==> config.mk <==
export PLATFORM = sky130hd
export DESIGN_NAME = tcp_poll_scheduler
export DESIGN_NICKNAME = d
export VERILOG_FILES = /design/src/rtl/tcp_poll_pkg.sv /design/src/rtl/tcp_rr_pick.sv /design/src/rtl/tcp_poll_scheduler.sv
export SDC_FILE = /design/constraint.sdc
export NUM_CORES = 1
export LEC_CHECK = 0
export BUFFER_PORTS_ARGS = -buffer_cell sky130_fd_sc_hd__buf_2
export CORE_UTILIZATION = 53
export CTS_BUF_LIST = sky130_fd_sc_hd__clkbuf_4 sky130_fd_sc_hd__clkbuf_8
export CTS_CLUSTER_SIZE = 8
export DETAILED_ROUTE_END_ITERATION = 7
export PLACE_DENSITY_LB_ADDON = 0.1
export RECOVER_POWER = 25
export SLEW_MARGIN = 40
export SYNTH_ARGS = -nofsm -noshare
export SYNTH_HDL_FRONTEND = slang
export SYNTH_SLANG_ARGS = --single-unit
==> constraint.sdc <==
create_clock -name aclk -period 2.5 [get_ports aclk]
set_input_delay 0.5 -clock aclk [delete_from_list [all_inputs] [get_ports aclk]]
set_output_delay 0.5 -clock aclk [all_outputs]
set_load 0.005 [all_outputs]
==> src/rtl/tcp_poll_pkg.sv <==
// Shared types and constants for the TCP bridge poll scheduler.
package tcp_poll_pkg;

    localparam int unsigned STATUS_W = 32;

    localparam logic OP_RECV = 1'b0;
    localparam logic OP_SEND = 1'b1;

    typedef enum logic [1:0] {
        ST_IDLE  = 2'd0,
        ST_ISSUE = 2'd1,
        ST_WAIT  = 2'd2
    } state_t;

    // Distance of idx from the scan start ptr, walking upward modulo n.
    function automatic int unsigned rr_dist(input int unsigned idx,
                                            input int unsigned ptr,
                                            input int unsigned n);
        return (idx >= ptr) ? (idx - ptr) : (idx + n - ptr);
    endfunction

endpackage

==> src/rtl/tcp_rr_pick.sv <==
// Combinational round-robin first-set finder starting at i_ptr.
module tcp_rr_pick #(
    parameter int unsigned N  = 2,
    parameter int unsigned IW = 1
) (
    input  logic [N-1:0]  i_req,
    input  logic [IW-1:0] i_ptr,
    output logic [IW-1:0] o_idx,
    output logic          o_found
);

    int unsigned w_pos;

    always_comb begin
        o_found = 1'b0;
        o_idx   = '0;
        w_pos   = 0;
        for (int unsigned k = 0; k < N; k++) begin
            w_pos = 32'(i_ptr) + k;
            if (w_pos >= N) begin
                w_pos = w_pos - N;
            end
            if (!o_found && i_req[IW'(w_pos)]) begin
                o_found = 1'b1;
                o_idx   = IW'(w_pos);
            end
        end
    end

endmodule

==> src/rtl/tcp_poll_scheduler.sv <==
// Round-robin sequencer sharing one VPI TCP bridge command port across NUM_CH
// channels, with one tx and one rx holding register per channel.
module tcp_poll_scheduler
    import tcp_poll_pkg::*;
#(
    parameter int unsigned NUM_CH     = 2,
    parameter int unsigned DATA_WIDTH = 32,
    parameter int unsigned TIMEOUT    = 1024
) (
    input  logic                         aclk,
    input  logic                         arstn,
    input  logic [NUM_CH*DATA_WIDTH-1:0] s_tx_data,
    input  logic [NUM_CH-1:0]            s_tx_valid,
    output logic [NUM_CH-1:0]            s_tx_ready,
    output logic [NUM_CH*DATA_WIDTH-1:0] m_rx_data,
    output logic [NUM_CH-1:0]            m_rx_valid,
    input  logic [NUM_CH-1:0]            m_rx_ready,
    output logic                         cmd_valid,
    input  logic                         cmd_ready,
    output logic                         cmd_op,
    output logic [$clog2(NUM_CH)-1:0]    cmd_ch,
    output logic [DATA_WIDTH-1:0]        cmd_data,
    input  logic                         rsp_valid,
    input  logic [STATUS_W-1:0]          rsp_status,
    input  logic [DATA_WIDTH-1:0]        rsp_data,
    output logic [15:0]                  err_count,
    output logic                         timeout_pulse
);

    localparam int unsigned CHW = $clog2(NUM_CH);
    localparam int unsigned TOW = (TIMEOUT > 1) ? $clog2(TIMEOUT) : 1;

    state_t                r_state;
    state_t                w_state_next;
    logic [NUM_CH-1:0]     r_tx_full;
    logic [DATA_WIDTH-1:0] r_tx_data [NUM_CH];
    logic [NUM_CH-1:0]     r_rx_full;
    logic [DATA_WIDTH-1:0] r_rx_data [NUM_CH];
    logic [CHW-1:0]        r_cur_ch;
    logic [CHW-1:0]        r_last_ch;
    logic                  r_cur_op;
    logic [DATA_WIDTH-1:0] r_cur_data;
    logic                  r_cmd_valid;
    logic [TOW-1:0]        r_to_cnt;
    logic [15:0]           r_err_count;
    logic                  r_timeout_pulse;

    logic [CHW-1:0]        w_start;
    logic [CHW-1:0]        w_send_idx;
    logic [CHW-1:0]        w_recv_idx;
    logic                  w_send_found;
    logic                  w_recv_found;
    logic                  w_pick_send;
    logic                  w_pick_any;
    logic [CHW-1:0]        w_pick_ch;
    logic                  w_issue_load;
    logic                  w_handshake;
    logic                  w_rsp_take;
    logic                  w_timeout;
    logic                  w_stat_pos;
    logic                  w_stat_neg;

    assign w_start = (r_last_ch == CHW'(NUM_CH - 1)) ? '0 : r_last_ch + CHW'(1);

    tcp_rr_pick #(.N(NUM_CH), .IW(CHW)) u_pick_send (
        .i_req   (r_tx_full),
        .i_ptr   (w_start),
        .o_idx   (w_send_idx),
        .o_found (w_send_found)
    );

    tcp_rr_pick #(.N(NUM_CH), .IW(CHW)) u_pick_recv (
        .i_req   (~r_rx_full),
        .i_ptr   (w_start),
        .o_idx   (w_recv_idx),
        .o_found (w_recv_found)
    );

    // Whichever channel comes first in scan order wins; a send only beats a receive on the same channel.
    always_comb begin
        w_pick_send = w_send_found &&
                      (!w_recv_found ||
                       (rr_dist(32'(w_send_idx), 32'(w_start), NUM_CH) <=
                        rr_dist(32'(w_recv_idx), 32'(w_start), NUM_CH)));
        w_pick_any  = w_send_found || w_recv_found;
        w_pick_ch   = w_pick_send ? w_send_idx : w_recv_idx;
    end

    assign w_stat_pos = $signed(rsp_status) > 32'sd0;
    assign w_stat_neg = rsp_status[STATUS_W-1];

    always_ff @(posedge aclk or negedge arstn) begin
        if (!arstn) begin
            r_state <= ST_IDLE;
        end else begin
            r_state <= w_state_next;
        end
    end

    always_comb begin
        w_state_next = r_state;
        case (r_state)
            ST_IDLE:  if (w_pick_any) w_state_next = ST_ISSUE;
            ST_ISSUE: if (cmd_ready)  w_state_next = ST_WAIT;
            ST_WAIT:  if (rsp_valid || w_timeout) w_state_next = ST_IDLE;
            default:  w_state_next = ST_IDLE;
        endcase
    end

    always_comb begin
        w_issue_load = 1'b0;
        w_handshake  = 1'b0;
        w_rsp_take   = 1'b0;
        w_timeout    = 1'b0;
        case (r_state)
            ST_IDLE:  w_issue_load = w_pick_any;
            ST_ISSUE: w_handshake  = cmd_ready;
            ST_WAIT: begin
                w_rsp_take = rsp_valid;
                w_timeout  = !rsp_valid && (r_to_cnt == TOW'(TIMEOUT - 1));
            end
            default: ;
        endcase
    end

    // Command register and arbitration bookkeeping.
    always_ff @(posedge aclk or negedge arstn) begin
        if (!arstn) begin
            r_cmd_valid     <= 1'b0;
            r_cur_op        <= OP_RECV;
            r_cur_ch        <= '0;
            r_cur_data      <= '0;
            r_last_ch       <= CHW'(NUM_CH - 1);
            r_to_cnt        <= '0;
            r_err_count     <= '0;
            r_timeout_pulse <= 1'b0;
        end else begin
            r_timeout_pulse <= w_timeout;
            if (w_issue_load) begin
                r_cmd_valid <= 1'b1;
                r_cur_op    <= w_pick_send ? OP_SEND : OP_RECV;
                r_cur_ch    <= w_pick_ch;
                r_cur_data  <= w_pick_send ? r_tx_data[w_pick_ch] : '0;
            end else if (w_handshake) begin
                r_cmd_valid <= 1'b0;
                r_last_ch   <= r_cur_ch;
            end
            if (w_handshake) begin
                r_to_cnt <= '0;
            end else if (r_state == ST_WAIT && !rsp_valid && !w_timeout) begin
                r_to_cnt <= r_to_cnt + TOW'(1);
            end
            if (((w_rsp_take && w_stat_neg) || w_timeout) && (r_err_count != 16'hFFFF)) begin
                r_err_count <= r_err_count + 16'd1;
            end
        end
    end

    // Per-channel holding registers; accept and clear can never coincide on one channel.
    always_ff @(posedge aclk or negedge arstn) begin
        if (!arstn) begin
            r_tx_full <= '0;
            r_rx_full <= '0;
            for (int i = 0; i < NUM_CH; i++) begin
                r_tx_data[i] <= '0;
                r_rx_data[i] <= '0;
            end
        end else begin
            for (int i = 0; i < NUM_CH; i++) begin
                if (s_tx_valid[i] && !r_tx_full[i]) begin
                    r_tx_full[i] <= 1'b1;
                    r_tx_data[i] <= s_tx_data[i*DATA_WIDTH +: DATA_WIDTH];
                end else if (w_rsp_take && (r_cur_op == OP_SEND) && w_stat_pos &&
                             (r_cur_ch == CHW'(i))) begin
                    r_tx_full[i] <= 1'b0;
                end
                if (m_rx_ready[i] && r_rx_full[i]) begin
                    r_rx_full[i] <= 1'b0;
                end else if (w_rsp_take && (r_cur_op == OP_RECV) && w_stat_pos &&
                             (r_cur_ch == CHW'(i))) begin
                    r_rx_full[i] <= 1'b1;
                    r_rx_data[i] <= rsp_data;
                end
            end
        end
    end

    for (genvar g = 0; g < NUM_CH; g++) begin : g_rx_out
        assign m_rx_data[g*DATA_WIDTH +: DATA_WIDTH] = r_rx_data[g];
    end

    assign s_tx_ready    = ~r_tx_full;
    assign m_rx_valid    = r_rx_full;
    assign cmd_valid     = r_cmd_valid;
    assign cmd_op        = r_cur_op;
    assign cmd_ch        = r_cur_ch;
    assign cmd_data      = r_cur_data;
    assign err_count     = r_err_count;
    assign timeout_pulse = r_timeout_pulse;

endmodule

### Word-level counts from Yosys, hierarchy flattened

Index checks and enable logic that the tools add are counted.

| storage, ports and cells | value |
|---|---|
| flip-flop bits (word level) | 197 |
| input bits | 136 |
| word-level logic and storage cells | 142 |

| cells by class | value |
|---|---|
| $add $sub $neg | 12 |
| $lt $le $gt $ge | 9 |
| eq/ne operators | 7 |
| muxes and demuxes | 47 |
| bitwise logic cells | 8 |
| reduce and logical (&&, ||, !) cells | 42 |

Operators with widths:

| kind | count |
|---|---|
| two-way mux 32 bit | 6 |
| two-way mux 1 bit | 35 |
| > comparator 32 x 1 -> 1 bit (second input constant) | 1 |
| less-or-equal comparator 32 bit | 1 |
| logical AND 1 bit | 20 |
| two-way mux 10 bit | 2 |
| adder 16 x 1 -> 16 bit (second input constant) | 1 |
| != test 16 bit (second input constant) | 1 |
| nonzero test 2 bit | 6 |
| adder 10 x 1 -> 10 bit (second input constant) | 1 |
| equality test 10 bit (second input constant) | 1 |
| subtractor 3 x 1 -> 4 bit | 2 |
| zero test 1 bit | 7 |
| adder 1 x 2 -> 3 bit (second input constant) | 2 |
| two-way mux 2 bit | 3 |
| != test 2 bit (second input constant) | 3 |
| one-hot mux 2 bit (3 select lines) | 1 |
| AND reduction 2 bit | 3 |
| NOT 1 bit | 5 |
| greater-or-equal comparator 2 bit (second input constant) | 2 |
| logical OR 1 bit | 4 |
| less-than comparator 1 x 2 -> 1 bit (second input constant) | 2 |
| NOT 2 bit | 2 |
| subtractor 1 x 1 -> 2 bit | 2 |
| other kinds (10) | 12 |

### Longest topological paths before layout

Gate-level depths: netlist of run 1.

| logic depth | value |
|---|---|
| word-level depth | 22 |
| depth in mapped cells | 11 |
| mapped depth without buffers | 9 |

### Modules after synthesis

A second synthesis of run 1 with hierarchy kept.

| unflattened totals | value |
|---|---|
| cells, all modules | 671 |
| area total of the unflattened synthesis | 8570.7 um^2 |

Modules (own cells, without submodules):

| module | instances | cells an instance | area an instance (um^2) | sequential area each (um^2) |
|---|---|---|---|---|
| tcp_poll_scheduler | 1 | 665 | 8535.7 | 4931.0 |
| tcp_rr_pick | 2 | 3 | 17.5 | 0.0 |

### Worst setup path before layout of run 1

OpenSTA, ideal clock, no wires.

| path | value |
|---|---|
| path type | reg2reg |
| start | register r_tx_full[1] |
| end | register r_cur_data[0] (netlist: cmd_data[0]) |
| library setup time | 0.087 ns |
| arrival | 2.078 ns |
| setup slack | 0.335 ns |
| stages on the path, launching flop included | 11 |
| period minus slack after synthesis | 2.165 ns |
| path through | dfrtp_1 -> inv_1 -> nor2_1 -> a21oi_1 -> ha_1 -> a32oi_1 -> a2111oi_1 -> buf_2 -> buf_2 -> nand4_1 -> o211ai_1 |

| between the ends | value |
|---|---|
| word-level cells in the longest chain between the ends | 18 |

RTL lines:

| what | line | source |
|---|---|---|
| start: declaration | tcp_poll_scheduler.sv:35 | `logic [NUM_CH-1:0] r_tx_full;` |
| start signal: assignment | tcp_poll_scheduler.sv:162 | `r_tx_full <= '0;` |
| start signal: indexed assignment | tcp_poll_scheduler.sv:171 | `r_tx_full[i] <= 1'b1;` |
| start signal: indexed assignment | tcp_poll_scheduler.sv:175 | `r_tx_full[i] <= 1'b0;` |
| two-way mux 1 bit (implied by the code) (2 in a row) | tcp_rr_pick.sv:23 | `if (!o_found && i_req[IW'(w_pos)]) begin` |
| two-way mux 1 bit | tcp_rr_pick.sv:23 |  |
| zero test 1 bit | tcp_rr_pick.sv:23 |  |
| logical AND 1 bit | tcp_rr_pick.sv:23 |  |
| two-way mux 1 bit | tcp_rr_pick.sv:23 |  |
| adder 1 x 2 -> 3 bit | tcp_poll_pkg.sv:19 | `return (idx >= ptr) ? (idx - ptr) : (idx + n - ptr);` |
| subtractor 3 x 1 -> 4 bit | tcp_poll_pkg.sv:19 |  |
| two-way mux 32 bit | tcp_poll_pkg.sv:19 |  |
| less-or-equal comparator 32 bit | tcp_poll_scheduler.sv:83 | `(rr_dist(32'(w_send_idx), 32'(w_start), NUM_CH) <=` |
| logical OR 1 bit | tcp_poll_scheduler.sv:82 | `(!w_recv_found \|\|` |
| logical AND 1 bit | tcp_poll_scheduler.sv:81 | `w_pick_send = w_send_found &&` |
| two-way mux 1 bit | tcp_poll_scheduler.sv:86 | `w_pick_ch = w_pick_send ? w_send_idx : w_recv_idx;` |
| NOT 1 -> 2 bit (implied by the code) | tcp_poll_scheduler.sv:143 | `r_cur_data <= w_pick_send ? r_tx_data[w_pick_ch] : '0;` |
| two-way mux 32 bit (implied by the code) (3 in a row) | tcp_poll_scheduler.sv:143 |  |
| two-way mux 32 bit | tcp_poll_scheduler.sv:143 |  |
| end signal: assignment | tcp_poll_scheduler.sv:143 |  |
| end: declaration | tcp_poll_scheduler.sv:42 | `logic [DATA_WIDTH-1:0] r_cur_data;` |

Several ways; a longest one is shown, not always the timed one. The select of a mux whose other input is x is not followed.
A chain may end at the register's enable or synchronous reset.

### Worst setup path after layout of run 1

| path | value |
|---|---|
| start | register r_last_ch |
| end | register r_cur_data[4] (netlist: cmd_data[4]) |

| between the ends | value |
|---|---|
| word-level cells in the longest chain between the ends | 22 |

RTL lines:

| what | line | source |
|---|---|---|
| start: declaration | tcp_poll_scheduler.sv:40 | `logic [CHW-1:0] r_last_ch;` |
| start signal: assignment | tcp_poll_scheduler.sv:133 | `r_last_ch <= CHW'(NUM_CH - 1);` |
| start signal: assignment | tcp_poll_scheduler.sv:146 | `r_last_ch <= r_cur_ch;` |
| adder 1 bit | tcp_poll_scheduler.sv:63 | `assign w_start = (r_last_ch == CHW'(NUM_CH - 1)) ? '0 : r_last_ch + CHW'(1);` |
| two-way mux 1 bit (*) | tcp_poll_scheduler.sv:63 |  |
| greater-or-equal comparator 1 x 2 -> 1 bit / subtractor 1 bit (equally long branches) | tcp_rr_pick.sv:20, tcp_rr_pick.sv:21 |  |
| two-way mux 1 bit | tcp_rr_pick.sv:20 | `if (w_pos >= N) begin` |
| two-way mux 1 bit (implied by the code) (2 in a row) | tcp_rr_pick.sv:23 |  |
| two-way mux 1 bit | tcp_rr_pick.sv:23 |  |
| zero test 1 bit | tcp_rr_pick.sv:23 |  |
| logical AND 1 bit | tcp_rr_pick.sv:23 |  |
| (+3 left out) | -- |  |
| two-way mux 32 bit | tcp_poll_pkg.sv:19 |  |
| less-or-equal comparator 32 bit | tcp_poll_scheduler.sv:83 |  |
| logical OR 1 bit | tcp_poll_scheduler.sv:82 |  |
| logical AND 1 bit | tcp_poll_scheduler.sv:81 |  |
| two-way mux 1 bit | tcp_poll_scheduler.sv:86 |  |
| NOT 1 -> 2 bit (implied by the code) | tcp_poll_scheduler.sv:143 |  |
| two-way mux 32 bit (implied by the code) (3 in a row) | tcp_poll_scheduler.sv:143 |  |
| two-way mux 32 bit | tcp_poll_scheduler.sv:143 |  |

Every way passes the cells marked *; elsewhere a longest branch is shown, timed or not. The select of a mux whose other input is x is not followed.

==> flow_summary.yaml, run 1 <==
timing:
  finalHoldViolations: 0
  final_setup_violation_count: 0
  fmaxAchievable_mhz: 432
  fin_crit_sh_pct: 92.7
  slew_headroom_pct: 0.558
  final.setup.worst_slack_ps: 183
  final_period_minus_worst_setup_slack_ps: 2320
  max_slew.worst_pin.slew_ps: 1490
  slew_viol_final: 0
  final.setup_skew_ps: 13.3
placed_design:
  dp.cells: 1106
  placement.setup.worst_slack_ps: 100
  dpl.hpwl_um: 14500
  gp_congestion: 0.806
  portBuffers: 255
floorplanning:
  num_io_pins: 256
  dieWidth_um: 127
  die_span_in_y_um: 127
  core_area_um2: 15300
  die_area_um2: 16300
  initial_core_util_pct: 54.7
  floorplan.rows: 45
global_routing:
  via_count_of_the_first_global_routing_pass: 6352
  globalRouteMet3Util_pct: 6.49
  grt_most_used_layer: "met2"
  grt_pass1_wl_um: 32300
  grt-ovfl-total: 0
  grtUsageMet1_pct: 32.1
  grt_use_met2_pct: 42.8
  grt_start_max_net_pins: 66
  global_route.usage.total_pct: 26.0
  antenna_found_initial: 5
synth:
  postSynth.topFlopCell: "sky130_fd_sc_hd__dfrtp_1"
  ys_async_rst_share_pct: 100
  proportion_of_netlist_area_held_by_the_largest_area_contributor_pct: 58.8
  synth.yosys.seq_area_share_pct: 59.1
  ys_ff_latch: 197
  yosysUniqueCellTypes: 50
  synthMostInstantiatedCell: "sky130_fd_sc_hd__dfrtp_1"
  area_of_the_mapped_netlist_um2: 8350
  yosys_warnings: 0
  ys_top_cells_by_count: "sky130_fd_sc_hd__dfrtp_1, sky130_fd_sc_hd__mux2_2, sky130_fd_sc_hd__nand2_1"
  post_synth.cell_area_avg_um2: 12.8
  post_synth_inst_count: 654
  synth_edf_count: 0
  netlist.top_cell.by_area: "sky130_fd_sc_hd__dfrtp_1"
  ys_top_cells_by_area: "sky130_fd_sc_hd__dfrtp_1, sky130_fd_sc_hd__mux2_2, sky130_fd_sc_hd__nand2_1"
drt:
  routed_wl_per_cell_um: 18.1
  via_per_inst: 5.56
  ant_nets: 0
  totalWireLength_um: 20700
  drt_first_iter_violations: 234
  route.vias.total: 6355
  remaining_drc_errors: 0
  first_pass_iters: 4
pwr:
  power_density_nw_per_um2: 980
  swShare_pct: 33.4
  internal_power_w: 0.00679
  power.net_switching_w: 0.00340
  clockPowerShare_pct: 19.6
  comb_power_share_pct: 31.5
  vdd.ir_drop.worst_mv: 0.557
  power.leakage_nw: 5.21
  part_of_the_power_in_registers_pct: 48.8
hold_path:
  worstHoldEndpoint: "m_rx_valid[0]$_DFFE_PN0P_"
  holdPathStages: 2
  hold_path_startpoint: "m_rx_ready[0]"
  worstHoldPathType: "input port to register"
cts:
  cts_max_path_buffers: 2
  clock-root-buffer: "sky130_fd_sc_hd__clkbuf_8"
  clkLatencyLatePin_ps: 460
  numCtsBuffers: 17
  worst_setup_hold_path_clk_slew_ps: 100
  tritoncts_clock_tree: "built"
  tritoncts_num_sinks: 197
  number_of_h_tree_branching_levels: 4
critical_path:
  worst_reg_to_reg_cells: 9
  critical_path_required_ps: 2880
  regToRegEndpoint: "cmd_data[4]$_DFFE_PN0P_"
  cp_slowest_cell: "sky130_fd_sc_hd__dfstp_2"
  cp_slowest_stage_delay_ps: 600
  crit_path_cell_trace: "nor2_1, a21oi_1, ha_1, o21ai_0, a2111oi_4, buf_4, buf_8, nand4_1, o211ai_1"
  crit_arrival_ps: 2700
  critical_path_peak_fanout: 32
  slack_of_the_worst_reg_to_reg_path_ps: 180
  critical_path.reg2reg.startpoint: "r_last_ch$_DFFE_PN1P_"
  timing_worst_setup_path_type: "register to register"
  critPathCaptureType: "register"
  timing.critical_path.from_type: "register"
final_layout:
  area.growth.synth_to_final_pct: 24.5
  nNetsFinal: 1058
  final-instance-count-excl-fill: 1144
  post_route_cells_drive_above_1_share_pct: 48.7
outcome:
  outcome: "finished clean"
flow_run:
  maximum_capacitance_violations: 0
==> how the worst max path moves through the flow <==
stage / startpoint / end / slack (ps) / depth (start not counted)
after CTS: r_last_ch$_DFFE_PN1P_ / cmd_data[11]$_DFFE_PN0P_ / 150 / 7
after global placement: rsp_status[4] / m_rx_data[34]$_DFFE_PN0P_ / 100 / 8
after floorplan: r_tx_full[1]$_DFFE_PN0P_ / cmd_data[0]$_DFFE_PN0P_ / 340 / 10
after global routing: r_last_ch$_DFFE_PN1P_ / cmd_data[0]$_DFFE_PN0P_ / -0.5 / 7
final: r_last_ch$_DFFE_PN1P_ / cmd_data[4]$_DFFE_PN0P_ / 180 / 9
after detailed placement: rsp_status[4] / m_rx_data[41]$_DFFE_PN0P_ / 100 / 8
==> final cells by class <==
class	instances	area (um^2)
Clock buffer	18	248
Timing Repair Buffer	278	1520
Fill cell	1190	4860
Inverter	9	33.8
Clock inverter	14	140
Multi-Input combinational cell	414	3250
Antenna cell	3	7.51
Tap cell	211	264
Sequential cell	197	4930
==> layout by cell type (no fill, tap or decap), types with 9 or more instances in the layout <==
| cell type | netlist | final |
|---|---|---|
| sky130_fd_sc_hd__buf_2 | 12 | 254 |
| sky130_fd_sc_hd__nand3_1 | 11 | 11 |
| sky130_fd_sc_hd__clkbuf_8 | 0 | 18 |
| sky130_fd_sc_hd__nand4_1 | 39 | 39 |
| sky130_fd_sc_hd__buf_4 | 1 | 16 |
| sky130_fd_sc_hd__inv_1 | 9 | 9 |
| sky130_fd_sc_hd__nor2_1 | 13 | 13 |
| sky130_fd_sc_hd__nand2_1 | 81 | 81 |
| sky130_fd_sc_hd__o21ai_0 | 10 | 10 |
| sky130_fd_sc_hd__xnor2_1 | 14 | 14 |
| sky130_fd_sc_hd__dfrtp_1 | 196 | 196 |
| sky130_fd_sc_hd__o211ai_1 | 35 | 35 |
| sky130_fd_sc_hd__mux2_2 | 128 | 128 |
==> critical path: cells and delay by family (launching register included) <==
family	cells	cell delay, ps
AOI/OAI and AO/OA	4	870
adders and majority gates	1	160
buffers and inverters	2	420
DFF	1	600
and+or+nand+nor	2	180
==> power by group through the flow <==
stage,combinational (W),sequential [W],clock [W]
2_1_floorplan,0.00185,0.00492,0
3_3_place_gp,0.00305,0.00496,0
3_5_place_dp,0.00317,0.00502,0
4_1_cts,0.00317,0.00496,0.00207
5_1_grt,0.00353,0.00511,0.00221
6_report,0.00321,0.00498,0.00200
==> per-layer routing <==
layer | vias to the layer above | wire length, um
met5 | - | 27
met3 | 45 | 1340
met2 | 227 | 10200
met4 | 4 | 649
met1 | 3208 | 8430
li1 | 2871 | -
==> cells by family (layout without fill, tap and decap cells) <==
family / Yosys count / in the layout / share of synthesized area [%]
other: 2 / 7 / 0.0900
multiplexers: 131 / 131 / 17.7
AO/OA/AOI/OAI: 66 / 66 / 5.76
adder cells (fa/ha/maj): 5 / 5 / 0.750
buffers and inverters: 45 / 319 / 2.52
AND/OR/NAND/NOR: 188 / 188 / 12.0
XOR/XNOR: 20 / 20 / 2.10
flip-flops: 197 / 197 / 59.1
==> what timing repair did <==
action,in CTS,in global routing
endpoints found under the hold margin,10,0
hold buffers,1,0
endpoints found under the setup margin,0,8
gates resized for setup,0,4
buffers inserted,0,1
==> flip-flops by register name, summed over array words and instances (netlist names) <==
name and cells:
m_rx_data 64, cmd_op 1, cmd_ch 1, r_last_ch 1, r_to_cnt 10, m_rx_valid 2
cmd_valid 1, err_count 16, r_state 2, r_tx_full 2, cmd_data 32, r_tx_data 64
timeout_pulse 1
==> metrics by stage <==
step	utilization [%]	TNS, ps	instance area, um^2	hold slack, ps	power [W]
finish	68.1	0	10400	237	0.0102
global route	68.1	-0.474	10400	212	0.0108
CTS	67.9	0	10400	201	0.0102
detailed placement	65.3	0	9960	468	0.00819
global placement	65.3	0	9960	457	0.00801
floorplan	-	0	8350	204	0.00677
(Power assumes the default switching activity.)
==> inputs of run 2 (changes only) <==
- CORE_UTILIZATION: 53 -> 40
==> run 2 against run 1 <==
  * Combinational power down 2%
  * Wire length increased by 0.92%
  * Setup slack improved by 5.7 ps
  * Sequential cell count stayed put
  * Worst hold slack worse by 11 ps
  * Sequential power hardly changed
  * Via count shrank 2.7%
  * Sequential share of layout area decreased by 0.30 points
  * Largest cell class unchanged
  * Highest routed layer unchanged
==> flow_summary.yaml, run 2 (synthesis results as in run 1) <==
pwr:
  part_of_the_power_in_registers_pct: 49.3
  power.net_switching_w: 0.00343
  comb_power_share_pct: 31.3
  vdd.ir_drop.worst_mv: 0.442
  swShare_pct: 33.9
  power_density_nw_per_um2: 967
  internal_power_w: 0.00668
  power.leakage_nw: 5.19
  clockPowerShare_pct: 19.4
final_layout:
  fillerInstances: 1846
  mostFrequentLayoutCell: "sky130_fd_sc_hd__buf_2"
  post_route_cells_drive_above_1_share_pct: 48.6
  most-common-layout-cells: "sky130_fd_sc_hd__buf_2, sky130_fd_sc_hd__dfrtp_1, sky130_fd_sc_hd__mux2_2"
  nNetsFinal: 1056
  area.growth.synth_to_final_pct: 25.3
critical_path:
  crit_arrival_ps: 2690
  critical_path_peak_fanout: 64
  critPathCaptureType: "register"
  critical_path_required_ps: 2880
  timing_worst_setup_path_type: "register to register"
  timing.critical_path.from_type: "register"
floorplanning:
  die_span_in_y_um: 146
  num_io_pins: 256
  initial_core_util_pct: 41.0
  floorplan.rows: 52
  die_area_um2: 21400
  core_area_um2: 20400
  dieWidth_um: 146
cts:
  tritoncts_clock_tree: "built"
  number_of_h_tree_branching_levels: 4
  numCtsBuffers: 17
  tritoncts_num_sinks: 197
  clkLatencyLatePin_ps: 470
  post_cts_buffers: 0
  clock-root-buffer: "sky130_fd_sc_hd__clkbuf_8"
  cts_max_path_buffers: 2
  worst_setup_hold_path_clk_slew_ps: 100
global_routing:
  antenna_found_initial: 2
  grt-ovfl-total: 0
  via_count_of_the_first_global_routing_pass: 6329
  grt_start_max_net_pins: 71
  grt_pass1_wl_um: 33500
  global_route.usage.total_pct: 20.1
timing:
  slew_headroom_pct: 16.5
  fin_crit_sh_pct: 92.5
  fmaxAchievable_mhz: 433
  max_slew.worst_pin.slew_ps: 1250
  slew_viol_final: 0
  fin_worst_hold_slack_ps: 226
  unrepaired_setup_endpoints_after_global_routing: "false"
  timing.setup.tns_ps: 0
  final.setup_skew_ps: 15.8
  finalHoldViolations: 0
  final_period_minus_worst_setup_slack_ps: 2310
  final_setup_violation_count: 0
drt:
  first_pass_iters: 4
  ant_nets: 0
  routed_wl_per_cell_um: 17.4
  remaining_drc_errors: 0
  via_per_inst: 5.15
  drt_first_iter_violations: 316
  totalWireLength_um: 20900
  route.vias.total: 6182
outcome:
  outcome: "finished clean"
hold_path:
  worstHoldPathType: "input port to register"
flow_run:
  maximum_capacitance_violations: 0
placed_design:
  gp_congestion: 0.804
  dpl.hpwl_um: 15100
  portBuffers: 255
[run 2: final cells by class]
cell class / instances / area [um^2] / area share, %
inverter: 9 / 33.8 / 0.323
sequential: 197 / 4930 / 47.1
antenna: 2 / 5.00 / 0.0479
tap: 270 / 338 / 3.23
clock buffer: 18 / 241 / 2.31
multi-input combinational: 414 / 3250 / 31.1
timing repair buffer: 276 / 1520 / 14.5
clock inverter: 14 / 138 / 1.32
[run 2: worst max-delay path, stage by stage, from the launching register on]
cell and delay (ps):
sky130_fd_sc_hd__dfstp_2 600, sky130_fd_sc_hd__o21ai_0 110, sky130_fd_sc_hd__ha_1 320, sky130_fd_sc_hd__a32oi_2 150, sky130_fd_sc_hd__a2111oi_4 450, sky130_fd_sc_hd__buf_12 310
sky130_fd_sc_hd__nand2_1 100, sky130_fd_sc_hd__o211ai_1 160
[run 2: power by group through the flow]
stage / registers (W) / clock network, W / logic (W)
4_1_cts: 0.00498 / 0.00204 / 0.00320
5_1_grt: 0.00512 / 0.00219 / 0.00350
3_3_place_gp: 0.00501 / 0 / 0.00309
2_1_floorplan: 0.00492 / 0 / 0.00185
3_5_place_dp: 0.00504 / 0 / 0.00320
6_report: 0.00499 / 0.00196 / 0.00316
[run 2: worst paths after layout]
path	startpoint	endpoint	slack, ps	depth (start not counted)
max in group asynchronous	arstn	m_rx_data[34]$_DFFE_PN0P_	450	3
min in group asynchronous	arstn	err_count[8]$_DFFE_PN0P_	830	2
hold reg to reg	err_count[15]$_DFFE_PN0P_	err_count[15]$_DFFE_PN0P_	500	1
setup / recovery	r_last_ch$_DFFE_PN1P_	cmd_data[28]$_DFFE_PN0P_	190	7
hold / removal	m_rx_ready[1]	m_rx_valid[1]$_DFFE_PN0P_	230	2
setup reg to reg	r_last_ch$_DFFE_PN1P_	cmd_data[28]$_DFFE_PN0P_	190	7
[run 2: layer usage]
metal  wire [um]  vias up  GRT usage [%]
li1            -     2872              -
met1        8740     3068           24.4
met2       10300      209           34.1
met3        1370       29           5.53
met4         407        4           7.34
met5          23        -              0
[run 2: stage by stage]
stage	instances	instance area, um^2	total power (W)	utilization [%]	setup WS, ps
finish	1200	10500	0.0101	51.4	189
global route	1198	10500	0.0108	51.3	12.2
CTS	1198	10400	0.0102	51.3	72.8
detailed placement	1165	10100	0.00824	49.4	117
global placement	1165	10100	0.00811	49.4	232
floorplan	656	8350	0.00677	-	335
[run 2: what timing repair did]
item                                    in CTS  in global routing
hold buffers                                 1                  0
hold endpoints to repair                    42                  0
endpoints found under the setup margin       0                 32
gates resized for setup                      0                  3
==> inputs of run 3 (changes only) <==
- ABC_AREA: default -> 1
==> run 3 against run 2 <==
  * The flow now finishes with violations (max-capacitance violations, max-slew violations)
  * Synthesized cell count is 58% higher
  * Setup slack improved by 65 ps
  * Wire length up 7.0%
  * Die area is 4.3% higher
==> flow_summary.yaml, run 3 <==
timing:
  slew_headroom_pct: -4.58
  finalHoldViolations: 0
  unrepaired_setup_endpoints_after_global_routing: "false"
  final_period_minus_worst_setup_slack_ps: 2250
  fmaxAchievable_mhz: 445
  final.setup_skew_ps: 16.3
  final_setup_violation_count: 0
  fin_crit_sh_pct: 89.9
  max_slew.worst_pin.slew_ps: 1570
  timing.setup.tns_ps: 0
  slew_viol_final: 57
critical_path:
  critical_path_peak_fanout: 21
  timing_worst_setup_path_type: "register to register"
  timing.critical_path.from_type: "register"
  worst_reg_to_reg_cells: 13
  cp_slowest_cell: "sky130_fd_sc_hd__dfstp_2"
  crit_path_cell_trace: "nand2_1, o21ai_2, a21boi_0, ha_1, nand3_1, nand3_2, nand2_2, nand2_2, nand2_2, buf_6, nand2_1, nand3_1, nand2_1"
  critPathCaptureType: "register"
  crit_arrival_ps: 2600
  worstPathBufferInverterCount: 1
  critical_path_required_ps: 2850
  slack_of_the_worst_reg_to_reg_path_ps: 250
  cp_slowest_stage_delay_ps: 620
  crit_cells: 13
  worst_path_dominant_cell_family: "simple AND/OR/NAND/NOR gates"
cts:
  clock-root-buffer: "sky130_fd_sc_hd__clkbuf_8"
  post_cts_buffers: 0
  cts_max_path_buffers: 2
  tritoncts_clock_tree: "built"
  clkLatencyLatePin_ps: 460
  tritoncts_num_sinks: 197
  numCtsBuffers: 17
  number_of_h_tree_branching_levels: 4
  worst_setup_hold_path_clk_slew_ps: 100
floorplanning:
  floorplan.rows: 53
  die_area_um2: 22400
  num_io_pins: 256
  dieWidth_um: 150
  initial_core_util_pct: 41.1
  die_span_in_y_um: 150
  core_area_um2: 21200
synth:
  synthXorXnorAreaFrac_pct: 1.91
  ys_async_rst_share_pct: 100
  yosysUniqueCellTypes: 34
  post_synth_inst_count: 1035
  area_of_the_mapped_netlist_um2: 8710
  netlist.top_cell.by_area: "sky130_fd_sc_hd__dfrtp_1"
  yosys_warnings: 0
  proportion_of_netlist_area_held_by_the_largest_area_contributor_pct: 56.3
  post_synth_and_or_nand_nor_area_fraction_pct: 25.1
  post_synth.cell_area_avg_um2: 8.42
  synth_edf_count: 0
  ys_top_cells_by_area: "sky130_fd_sc_hd__dfrtp_1, sky130_fd_sc_hd__nand2_1, sky130_fd_sc_hd__nand3_1"
  synth_compound_area_share_pct: 7.21
  synthMostInstantiatedCell: "sky130_fd_sc_hd__nand2_1"
  muxShareOfSynthArea_pct: 0
  ys_ff_latch: 197
  postSynth.topFlopCell: "sky130_fd_sc_hd__dfrtp_1"
  main_combinational_cell_family_by_area_after_synthesis: "simple AND/OR/NAND/NOR gates"
  synth_fa_ha_area_share_pct: 0.718
  ys_top_cells_by_count: "sky130_fd_sc_hd__nand2_1, sky130_fd_sc_hd__dfrtp_1, sky130_fd_sc_hd__inv_1"
  synth.yosys.seq_area_share_pct: 56.6
final_layout:
  post_route_cells_drive_above_1_share_pct: 25.7
  layout.core_utilization_pct: 50.6
  mostFrequentLayoutCell: "sky130_fd_sc_hd__nand2_1"
  final-instance-count-excl-fill: 1571
  most-common-layout-cells: "sky130_fd_sc_hd__nand2_1, sky130_fd_sc_hd__buf_2, sky130_fd_sc_hd__dfrtp_1"
  area.growth.synth_to_final_pct: 23.2
  nNetsFinal: 1423
drt:
  remaining_drc_errors: 0
  totalWireLength_um: 22300
  route.vias.total: 7348
  via_per_inst: 4.68
  drt_first_iter_violations: 358
  routed_wl_per_cell_um: 14.2
  ant_nets: 0
  first_pass_iters: 5
placed_design:
  portBuffers: 255
  dpl.hpwl_um: 15600
  gp_congestion: 0.797
  dp.cells: 1537
global_routing:
  antenna_found_initial: 0
  grt_start_max_net_pins: 66
  grt-ovfl-total: 0
  via_count_of_the_first_global_routing_pass: 7096
  grt_pass1_wl_um: 36100
  global_route.usage.total_pct: 20.6
pwr:
  fin_total_pwr_w: 0.0111
  vdd.ir_drop.worst_mv: 0.380
  power.leakage_nw: 5.98
  power_density_nw_per_um2: 1040
outcome:
  failed_checks: "max-capacitance violations, max-slew violations"
  outcome: "finished with violations"
hold_path:
  worstHoldPathType: "input port to register"
  holdPathStages: 2
flow_run:
  maximum_capacitance_violations: 1
[run 3: cell count changes after synthesis, moves of 8 or more]
cell and delta:
sky130_fd_sc_hd__o211ai_1 -35, sky130_fd_sc_hd__nor2_1 +93, sky130_fd_sc_hd__mux2_2 -128, sky130_fd_sc_hd__nand4_1 -31
sky130_fd_sc_hd__inv_1 +116, sky130_fd_sc_hd__xor2_1 +9, sky130_fd_sc_hd__nor2_2 +8, sky130_fd_sc_hd__xnor2_1 -10
sky130_fd_sc_hd__o21ai_0 +34, sky130_fd_sc_hd__a21oi_1 +60, sky130_fd_sc_hd__nand3_1 +94, sky130_fd_sc_hd__nand2_1 +186
sky130_fd_sc_hd__and3_1 -8, sky130_fd_sc_hd__buf_2 +9
[run 3: metrics by stage]
step | setup slack [ps] | hold WS (ps) | instance area (um^2)
detailed placement | 224 | 460 | 10400
finish | 253 | 244 | 10700
global route | 20.1 | 222 | 10700
floorplan | 465 | 204 | 8720
CTS | 208 | 213 | 10800
global placement | 313 | 457 | 10400
[run 3: power breakdown]
group	internal, W	leakage (nW)	switching, W
clock network	0.000834	0.197	0.00123
registers	0.00446	2.42	0.000630
logic	0.00164	3.37	0.00233
[run 3: path summary, 6_finish.rpt]
check,from,to
max,r_last_ch$_DFFE_PN1P_,cmd_data[7]$_DFFE_PN0P_
min,m_rx_ready[1],m_rx_valid[1]$_DFFE_PN0P_
max reg2reg,r_last_ch$_DFFE_PN1P_,cmd_data[7]$_DFFE_PN0P_
min reg2reg,cmd_data[15]$_DFFE_PN0P_,cmd_data[15]$_DFFE_PN0P_
max in group asynchronous,arstn,m_rx_data[14]$_DFFE_PN0P_
min in group asynchronous,arstn,m_rx_data[36]$_DFFE_PN0P_
[run 3: timing repair]
item,4_1_cts,5_1_grt
resized for setup,0,2
hold buffers,1,0
hold endpoints to repair,3,0
endpoints found under the setup margin,0,4
[run 3: area by class of cell]
cell class	count	area [um^2]
diodes	1	2.50
clock buffers	17	234
clock inverters	15	164
fillers	2170	10500
inverters	127	477
multi-input cells	665	3070
flip-flops and latches	197	4930
well taps	275	344
repair buffers	274	1520
[run 3: cells by family (layout without fill, tap and decap cells)]
family,after synthesis,in the layout
AOI/OAI and AO/OA,121,121
buffers and inverters,175,433
xor gates and xnor gates,19,19
and+or+nand+nor,516,516
adders and majority gates,5,5
other,2,5
DFF,197,197
[run 3: per-layer routing]
metal / vias to the layer above / GRT usage, % / share of wire (%)
li1: 3721 / - / -
met1: 3391 / 28.7 / 47
met2: 222 / 33.2 / 46
met3: 14 / 3.26 / 6.2
met4: 0 / 5.46 / 0.99
met5: - / 0 / 0
